[config.mk]
export PLATFORM = sky130hd
export DESIGN_NAME = fft_frame_scheduler
export DESIGN_NICKNAME = d
export VERILOG_FILES = /design/src/rtl/fft_frame_scheduler_pkg.sv /design/src/rtl/fft_frame_scheduler_rr_arb2.sv /design/src/rtl/fft_frame_scheduler.sv
export SDC_FILE = /design/constraint.sdc
export NUM_CORES = 1
export LEC_CHECK = 0
export BUFFER_PORTS_ARGS = -buffer_cell sky130_fd_sc_hd__buf_2
export CAP_MARGIN = 20
export CORE_UTILIZATION = 62
export CTS_CLUSTER_DIAMETER = 60
export CTS_CLUSTER_SIZE = 14
export DETAILED_ROUTE_END_ITERATION = 8
export PLACE_DENSITY = 0.81
export SLEW_MARGIN = 20
export SYNTH_ARGS = -nofsm -noshare
export SYNTH_HDL_FRONTEND = slang
export SYNTH_HIERARCHICAL = 1
export SYNTH_SLANG_ARGS = --single-unit
[constraint.sdc]
create_clock -name Clock -period 3.5 [get_ports Clock]
set_input_delay 0.175 -clock Clock [delete_from_list [all_inputs] [get_ports Clock]]
set_output_delay 0.175 -clock Clock [all_outputs]
set_load 0.005 [all_outputs]
[src/rtl/fft_frame_scheduler_pkg.sv]
// fft_sched_pkg: shared definitions for the FFT frame scheduler.
//   sched_state_t : scheduler FSM state encoding (S_IDLE..S_READOUT)
//   CH_L / CH_R   : channel indices (bit positions in FrameReady/Overrun, ChSel value)
package fft_sched_pkg;

  typedef enum logic [2:0] {
    S_IDLE      = 3'd0,
    S_START     = 3'd1,
    S_WAIT_BUSY = 3'd2,
    S_RUN       = 3'd3,
    S_READOUT   = 3'd4
  } sched_state_t;

  localparam logic CH_L = 1'b0;
  localparam logic CH_R = 1'b1;

endpackage

[src/rtl/fft_frame_scheduler_rr_arb2.sv]
// rr_arb2: two-requester round-robin arbiter.
//   Clock, Reset : system clock, asynchronous active-high reset
//   Req[1:0]     : request per channel
//   Update       : grant was taken this cycle; remember it as the last winner
//   Grant        : winning channel index (combinational)
//   Valid        : at least one request present (combinational)
// The last winner resets to CH_R so that the left channel wins the first tie.
module rr_arb2
  import fft_sched_pkg::*;
(
  input  logic       Clock,
  input  logic       Reset,
  input  logic [1:0] Req,
  input  logic       Update,
  output logic       Grant,
  output logic       Valid
);

  logic last_ch;

  always_comb begin
    Valid = |Req;
    if (Req == 2'b11) Grant = ~last_ch;
    else              Grant = Req[1];
  end

  always_ff @(posedge Clock or posedge Reset) begin
    if (Reset)       last_ch <= CH_R;
    else if (Update) last_ch <= Grant;
  end

endmodule

[src/rtl/fft_frame_scheduler.sv]
// fft_frame_scheduler: shares one FFT core between the left and right channel
// buffers. Latches frame-ready events, arbitrates round-robin, starts the core,
// supervises it with a watchdog and holds the result until it is acknowledged.
//   Clock, Reset : system clock, asynchronous active-high reset
//   Enable       : low blocks new core starts (pending frames still latch)
//   FrameReady   : per-channel frame-complete pulse (bit0 L, bit1 R)
//   CoreStart    : one-cycle start pulse to the FFT core
//   CoreBusy     : core busy level
//   CoreEnd      : core done pulse
//   CoreAbort    : one-cycle abort pulse on timeout
//   ChSel        : channel bank muxed onto the core
//   ResultReq    : spectrum of ChSel is ready for readout
//   ResultAck    : reader done, releases the bank
//   ClrErr       : clears Overrun and Timeout (a simultaneous new error wins)
//   Overrun      : sticky per-channel overrun flags
//   Timeout      : sticky watchdog / busy-wait expiry flag
module fft_frame_scheduler
  import fft_sched_pkg::*;
#(
  parameter int unsigned wdt_limit = 60000,
  parameter int unsigned bw_wdt    = 16,
  parameter int unsigned busy_wait = 4
) (
  input  logic       Clock,
  input  logic       Reset,
  input  logic       Enable,
  input  logic [1:0] FrameReady,
  output logic       CoreStart,
  input  logic       CoreBusy,
  input  logic       CoreEnd,
  output logic       CoreAbort,
  output logic       ChSel,
  output logic       ResultReq,
  input  logic       ResultAck,
  input  logic       ClrErr,
  output logic [1:0] Overrun,
  output logic       Timeout
);

  localparam logic [bw_wdt-1:0] WDT_LAST  = bw_wdt'(wdt_limit - 1);
  localparam logic [bw_wdt-1:0] BUSY_LAST = bw_wdt'(busy_wait - 1);

  sched_state_t      state, state_n;
  logic [1:0]        pending;
  logic [bw_wdt-1:0] cnt;

  logic       grant;
  logic       req_valid;
  logic       grant_en;
  logic       cnt_clr;
  logic       cnt_inc;
  logic       to_evt;
  logic [1:0] clr_mask;
  logic [1:0] ov_set;

  rr_arb2 u_arb (
    .Clock  (Clock),
    .Reset  (Reset),
    .Req    (pending),
    .Update (grant_en),
    .Grant  (grant),
    .Valid  (req_valid)
  );

  always_ff @(posedge Clock or posedge Reset) begin
    if (Reset) state <= S_IDLE;
    else       state <= state_n;
  end

  // Counter is shared: busy-wait timer in WAIT_BUSY, watchdog in RUN.
  // Its last value is compared so that "reaching the limit" and the state
  // transition land on the same edge.
  always_comb begin
    state_n  = state;
    grant_en = 1'b0;
    cnt_clr  = 1'b0;
    cnt_inc  = 1'b0;
    to_evt   = 1'b0;
    unique case (state)
      S_IDLE: begin
        if (Enable && req_valid) begin
          grant_en = 1'b1;
          state_n  = S_START;
        end
      end
      S_START: begin
        cnt_clr = 1'b1;
        state_n = S_WAIT_BUSY;
      end
      S_WAIT_BUSY: begin
        if (CoreBusy) begin
          cnt_clr = 1'b1;
          state_n = S_RUN;
        end else if (cnt == BUSY_LAST) begin
          to_evt  = 1'b1;
          state_n = S_IDLE;
        end else begin
          cnt_inc = 1'b1;
        end
      end
      S_RUN: begin
        if (CoreEnd) begin
          state_n = S_READOUT;
        end else if (cnt == WDT_LAST) begin
          to_evt  = 1'b1;
          state_n = S_IDLE;
        end else begin
          cnt_inc = 1'b1;
        end
      end
      S_READOUT: begin
        if (ResultAck) state_n = S_IDLE;
      end
      default: state_n = S_IDLE;
    endcase
  end

  always_comb begin
    clr_mask = '0;
    if (grant_en) clr_mask[grant] = 1'b1;
    // A frame arriving on the granting edge is a fresh frame, not an overrun.
    ov_set = FrameReady & pending & ~clr_mask;
  end

  always_ff @(posedge Clock or posedge Reset) begin
    if (Reset)        cnt <= '0;
    else if (cnt_clr) cnt <= '0;
    else if (cnt_inc) cnt <= cnt + 1'b1;
  end

  always_ff @(posedge Clock or posedge Reset) begin
    if (Reset) begin
      pending   <= '0;
      Overrun   <= '0;
      Timeout   <= 1'b0;
      CoreStart <= 1'b0;
      CoreAbort <= 1'b0;
      ResultReq <= 1'b0;
      ChSel     <= CH_L;
    end else begin
      pending   <= FrameReady | (pending & ~clr_mask);
      Overrun   <= ov_set | (Overrun & ~{2{ClrErr}});
      Timeout   <= to_evt | (Timeout & ~ClrErr);
      CoreStart <= grant_en;
      CoreAbort <= to_evt;
      ResultReq <= (state_n == S_READOUT);
      if (grant_en) ChSel <= grant;
    end
  end

endmodule

* Yosys cells after proc, flatten, opt, wreduce, memory -nomap -nowiden *
Index checks and enable logic that the tools add are counted.

word-level totals
  input port bits = 9
  logic and storage cells = 65
  bits in registers = 29
  output and inout port bits = 7

cells by class
  reductions and logical operators = 5
  bitwise logic cells = 12
  add/sub/neg operators = 1
  muxes and demuxes = 27
  equal/unequal tests = 8
  $lt $le $gt $ge = 2

operators with widths
  cell                                                                           count
  16-bit two-way mux                                                             2
  3-bit two-way mux                                                              6
  16-bit by 1-bit adder with 16-bit output (second input constant)               1
  16-bit equality test (second input constant)                                   1
  16-bit by 2-bit equality test with 1-bit output (second input constant)        1
  3-bit case mux with 5 select lines                                             1
  1-bit two-way mux                                                              13
  2-bit AND                                                                      4
  3-bit by 2-bit equality test with 1-bit output (second input constant)         2
  3-bit equality test (second input constant)                                    2
  1-bit case mux with 2 select lines                                             3
  2-bit inverter                                                                 2
  2-bit OR                                                                       2
  3-bit by 1-bit equality test with 1-bit output (second input constant)         1
  3-bit logical NOT                                                              1
  2-bit equality test (second input constant)                                    1
  1-bit logical AND                                                              2
  1-bit by 2-bit less-than comparator with 1-bit output (second input constant)  1
  2-bit two-way mux                                                              1
  1-bit inverter                                                                 2
  2-bit nonzero test                                                             1
  2-bit OR reduction                                                             1
  1-bit AND                                                                      1
  1-bit demux with 1-bit select                                                  1
  2 further kinds                                                                2

* Logic depth before layout (Yosys ltp) *
  depth after elaboration = 10
  depth in mapped cells = 8
  gate-level depth less buffers = 7

* Modules after synthesis *
The synthesis kept the hierarchy.

modules (own cells, without submodules)
  module               times used  area each (µm²)  sequential area each (µm²)  cells an instance
  fft_frame_scheduler  1           1508.9           700.7                       150
  rr_arb2              1           62.6             26.3                        5

* Worst setup path after synthesis *
OpenSTA, ideal clock, no wires.

  kind = register to register
  start point = register cnt[0]
  end point = register cnt[10]
  data arrival time = 1.703 ns
  path buffers = 0
  period minus slack after synthesis = 1.782 ns
  path slack = 1.718 ns
  setup time = 0.079 ns
  stages on the path, launching flop included = 7
  data required time = 3.421 ns
  cells stage by stage = dfrtp_1 > ha_1 > and4_1 > nand4_2 > o31a_1 > o2111ai_1 > mux2i_1

between the ends
  word-level cells in the longest chain between the ends = 5
  elaborated cells between the ends (all ways) = 11
  those cells by class = add/sub: 1; eq/ne: 2; mux: 7; reduce/logical: 1

ends and longest elaborated chain
  item                                                                                              line                        text
  start: declaration                                                                                fft_frame_scheduler.sv:45   logic [bw_wdt-1:0] cnt;
  start signal: assignment                                                                          fft_frame_scheduler.sv:128  else if (cnt_inc) cnt <= cnt + 1'b1;
  parallel branches: the longest is 5 deep, another holds 16-bit by 1-bit adder with 16-bit output  -

Several ways; the timed one is not identified. The select of a mux whose other input is x is not followed.
A chain may end at the register's enable or synchronous reset.

* Worst setup path after layout *
Ends and elaborated chain as after synthesis.

==> reports/qor.csv <==
metric;value;unit
status;finished, final reports clean;
Max Slew Vio Count;0;
Hold Violations, Final;0;
Peak Freq;482;MHz
die footprint;2740;um2
antenna viol nets, final;0;
postcts setup bufs;0;
top post-synthesis cells by area;dfrtp_1 45%, mux2i_1 7.0%, nand2_1 5.7%;
via count of the first global-routing pass;1209;
I/O pins;16;
Die X;52.3;um
unrepaired setup endpoints after global routing;no;
Tightest Hold Check Type;input port to flip-flop;
CTS tree;yes;
worst-case reg-to-reg path depth;6;
FF-to-FF End;cnt[10];
CORE AREA;2300;um2
Clock Latency Late Sink;0.33;ns
worst slack, placed;1.47;ns
drt first pass iters;5;
top-area cell type share of the netlist area;0.446;
final setup violation count;0;
WL/cell;16.1;um
crit path DAT;2.33;ns
setup slack after layout;1.43;ns
Netlist cell types;45;
Critical Path RT;3.76;ns
Post-Route Setup TNS;0;ns
Period Utilization, post-route;0.592;
grt peak-use layer;met2;
H-tree depth;2;
Setup CP Type;flip-flop to flip-flop;
hold-critical path endpoint;pending[0];
total wire length;3290;um
Max Root-Sink Buffers;2;
ANT cells;0;
Mapped Avg Cell Area;10.1;um2
antenna violations before repair;0;
CP startpoint kind;flip-flop;
Max IR drop VDD;0.442;mV
die height;52.3;um
gpl congestion;0.940;
Tot Pwr;987;uW
area leader, netlist;dfrtp_1;
Synth Area in XOR/XNOR;0.0111;
post_cts resized;0;
root buf cell;clkbuf_4;
worst-margin pin slew;0.578;ns
Initial Util;0.684;
net switching power;352;uW
Pleak;0.821;nW
Remaining DRCs;0;
Clk pin slew, worst setup/hold paths;0.09;ns
clock group share of total power;0.238;
Pwr per Cell Area;570;nW/um2
site row count;17;
worst r2r src;cnt[0];
Flop pwr share;0.463;
final net count;185;
crit end category;flip-flop;
M1 GR Usage;0.333;
R2R Setup Slk;1.43;ns
All-Layer GR Usage;0.287;
routing usage on met2;0.473;
HP Start;FrameReady[0];
syn_nets;165;
sw frac;0.357;
layout cells sized above 1;0.222;
mux share of post-synthesis cell area;0.0796;
crit path time final;2.07;ns
pin count of the biggest net entering global routing;29;
CP max FO;9;
adder-cell share of the synthesized area;0.00796;
hpwl dp;2380;um
Comb pwr share;0.299;
Area growth syn-to-layout;10.2;%
worst hold stages;3;
synthesis-stage register bit count;29;
Worst Skew;0.00621;ns
internal power;635;uW
cts bufs inserted;5;
Max-Cap Viols;0;
largest family of logic cells by synthesized area;simple AND/OR/NAND/NOR gates;
synthesized cell area;1570;um2
vias;1252;
DRT iter0 DRCs;49;
grt met3 use;0.0870;
fraction of the yosys area taken by sequential cells;0.463;
Synth Warn #;6;
grt ovf;0;
slew margin rel.;0.614;
Sink Count;29;
I/O Buffers;15;
Via density;6.14;
Post-Synth Simple-Gate Area;0.265;
compound-gate portion of the synthesized area;0.138;
Hold Buf Count CTS;1;
global-route wire length before repair;5410;um
Gate Count Post-Synth;155;
[cell usage after synthesis]
cell type,count
xor2_1,1
o2111ai_1,3
or3_2,1
or2_1,1
and2_1,4
o31ai_1,3
o31a_1,1
or2_2,1
and4_1,2
nor2_1,6
a21o_1,1
a21boi_2,1
nand2b_1,5
nor3_1,3
dfrtp_1,28
ha_1,1
o2111ai_2,2
nor2b_1,2
o211ai_1,3
and3_1,1
or4b_2,1
nor3b_2,1
nand4_2,1
or4_1,2
o21ai_0,9
mux2_4,1
o22ai_1,2
xnor2_1,1
nor4b_4,1
inv_1,7
mux2i_1,11
a21oi_1,6
buf_6,2
nand2_1,24
nand3_1,1
and3_2,1
nand4_1,4
nor4b_1,1
and4bb_2,1
dfstp_2,1
and4_2,1
nor4_1,2
or3_1,2
buf_4,1
or2b_2,1
[layout by cell type (no fill, tap or decap), types with 4 or more instances in the layout]
| master | count |
|---|---|
| o21ai_0 | 9 |
| nand2b_1 | 5 |
| nand2_1 | 24 |
| inv_1 | 6 |
| nor2_1 | 6 |
| dfrtp_1 | 28 |
| a21oi_1 | 6 |
| mux2i_1 | 11 |
| and2_1 | 4 |
| clkbuf_4 | 5 |
| nand4_1 | 4 |
| buf_2 | 15 |
[kinds of logic after synthesis]
| logic type | after synthesis |
|---|---|
| multiplexers | 12 |
| XOR/XNOR | 2 |
| buffers and inverters | 10 |
| adder cells (fa/ha/maj) | 1 |
| AO/OA/AOI/OAI | 31 |
| flip-flops | 29 |
| AND/OR/NAND/NOR | 70 |
[metal layers]
metal / share of wire / routed length [um]
met1: 0.42 / 1380
met2: 0.50 / 1640
met3: 0.062 / 203
met4: 0.021 / 70
met5: 0 / 0
[through the flow]
stage | hold slack [ns] | util | cells | instance area (um2)
final | 0.0499 | 0.754 | 204 | 1730
after global routing | 0.0463 | 0.754 | 204 | 1730
after CTS | 0.0345 | 0.754 | 204 | 1730
after detailed placement | 0.198 | 0.719 | 195 | 1650
after global placement | 0.178 | 0.719 | 195 | 1650
after floorplan | 0.0647 | - | 155 | 1570
[area by class of cell]
cell class,count,area [um2]
multi-input cells,116,788
clock buffers,7,65.1
flip-flops and latches,29,727
fillers,159,566
inverters,7,26.3
well taps,28,35.0
repair buffers,16,85.1
clock inverters,1,5.00
[how the worst max path moves through the flow]
| stage | slack [ns] | depth (start not counted) | to | from |
|---|---|---|---|---|
| after global placement | 1.57 | 6 | cnt[10] | cnt[0] |
| after detailed placement | 1.47 | 6 | cnt[10] | cnt[0] |
| after global routing | 1.31 | 6 | cnt[10] | cnt[0] |
| after CTS | 1.44 | 6 | cnt[10] | cnt[0] |
| final | 1.43 | 6 | cnt[10] | cnt[0] |
| after floorplan | 1.72 | 6 | cnt[10] | cnt[0] |
[flip-flops by register name, indices dropped and copies added (netlist names)]
name	flops
Overrun	2
state	3
ChSel	1
u_arb/last_ch	1
pending	2
ResultReq	1
Timeout	1
CoreAbort	1
CoreStart	1
cnt	16
[critical path: stages (launching register included)]
cell and delay (ns):
dfrtp_1 0.40, ha_1 0.26, and4_1 0.23, nand4_2 0.14, o31a_1 0.44, o2111ai_1 0.30
mux2i_1 0.22
[power by group through the flow]
stage | clock [mW] | combinational, mW | sequential, mW
after floorplan | 0 | 0.256 | 0.444
after global placement | 0 | 0.281 | 0.459
after detailed placement | 0 | 0.296 | 0.462
after CTS | 0.243 | 0.297 | 0.454
after global routing | 0.261 | 0.331 | 0.465
final | 0.235 | 0.295 | 0.457
(Power assumes the default switching activity.)
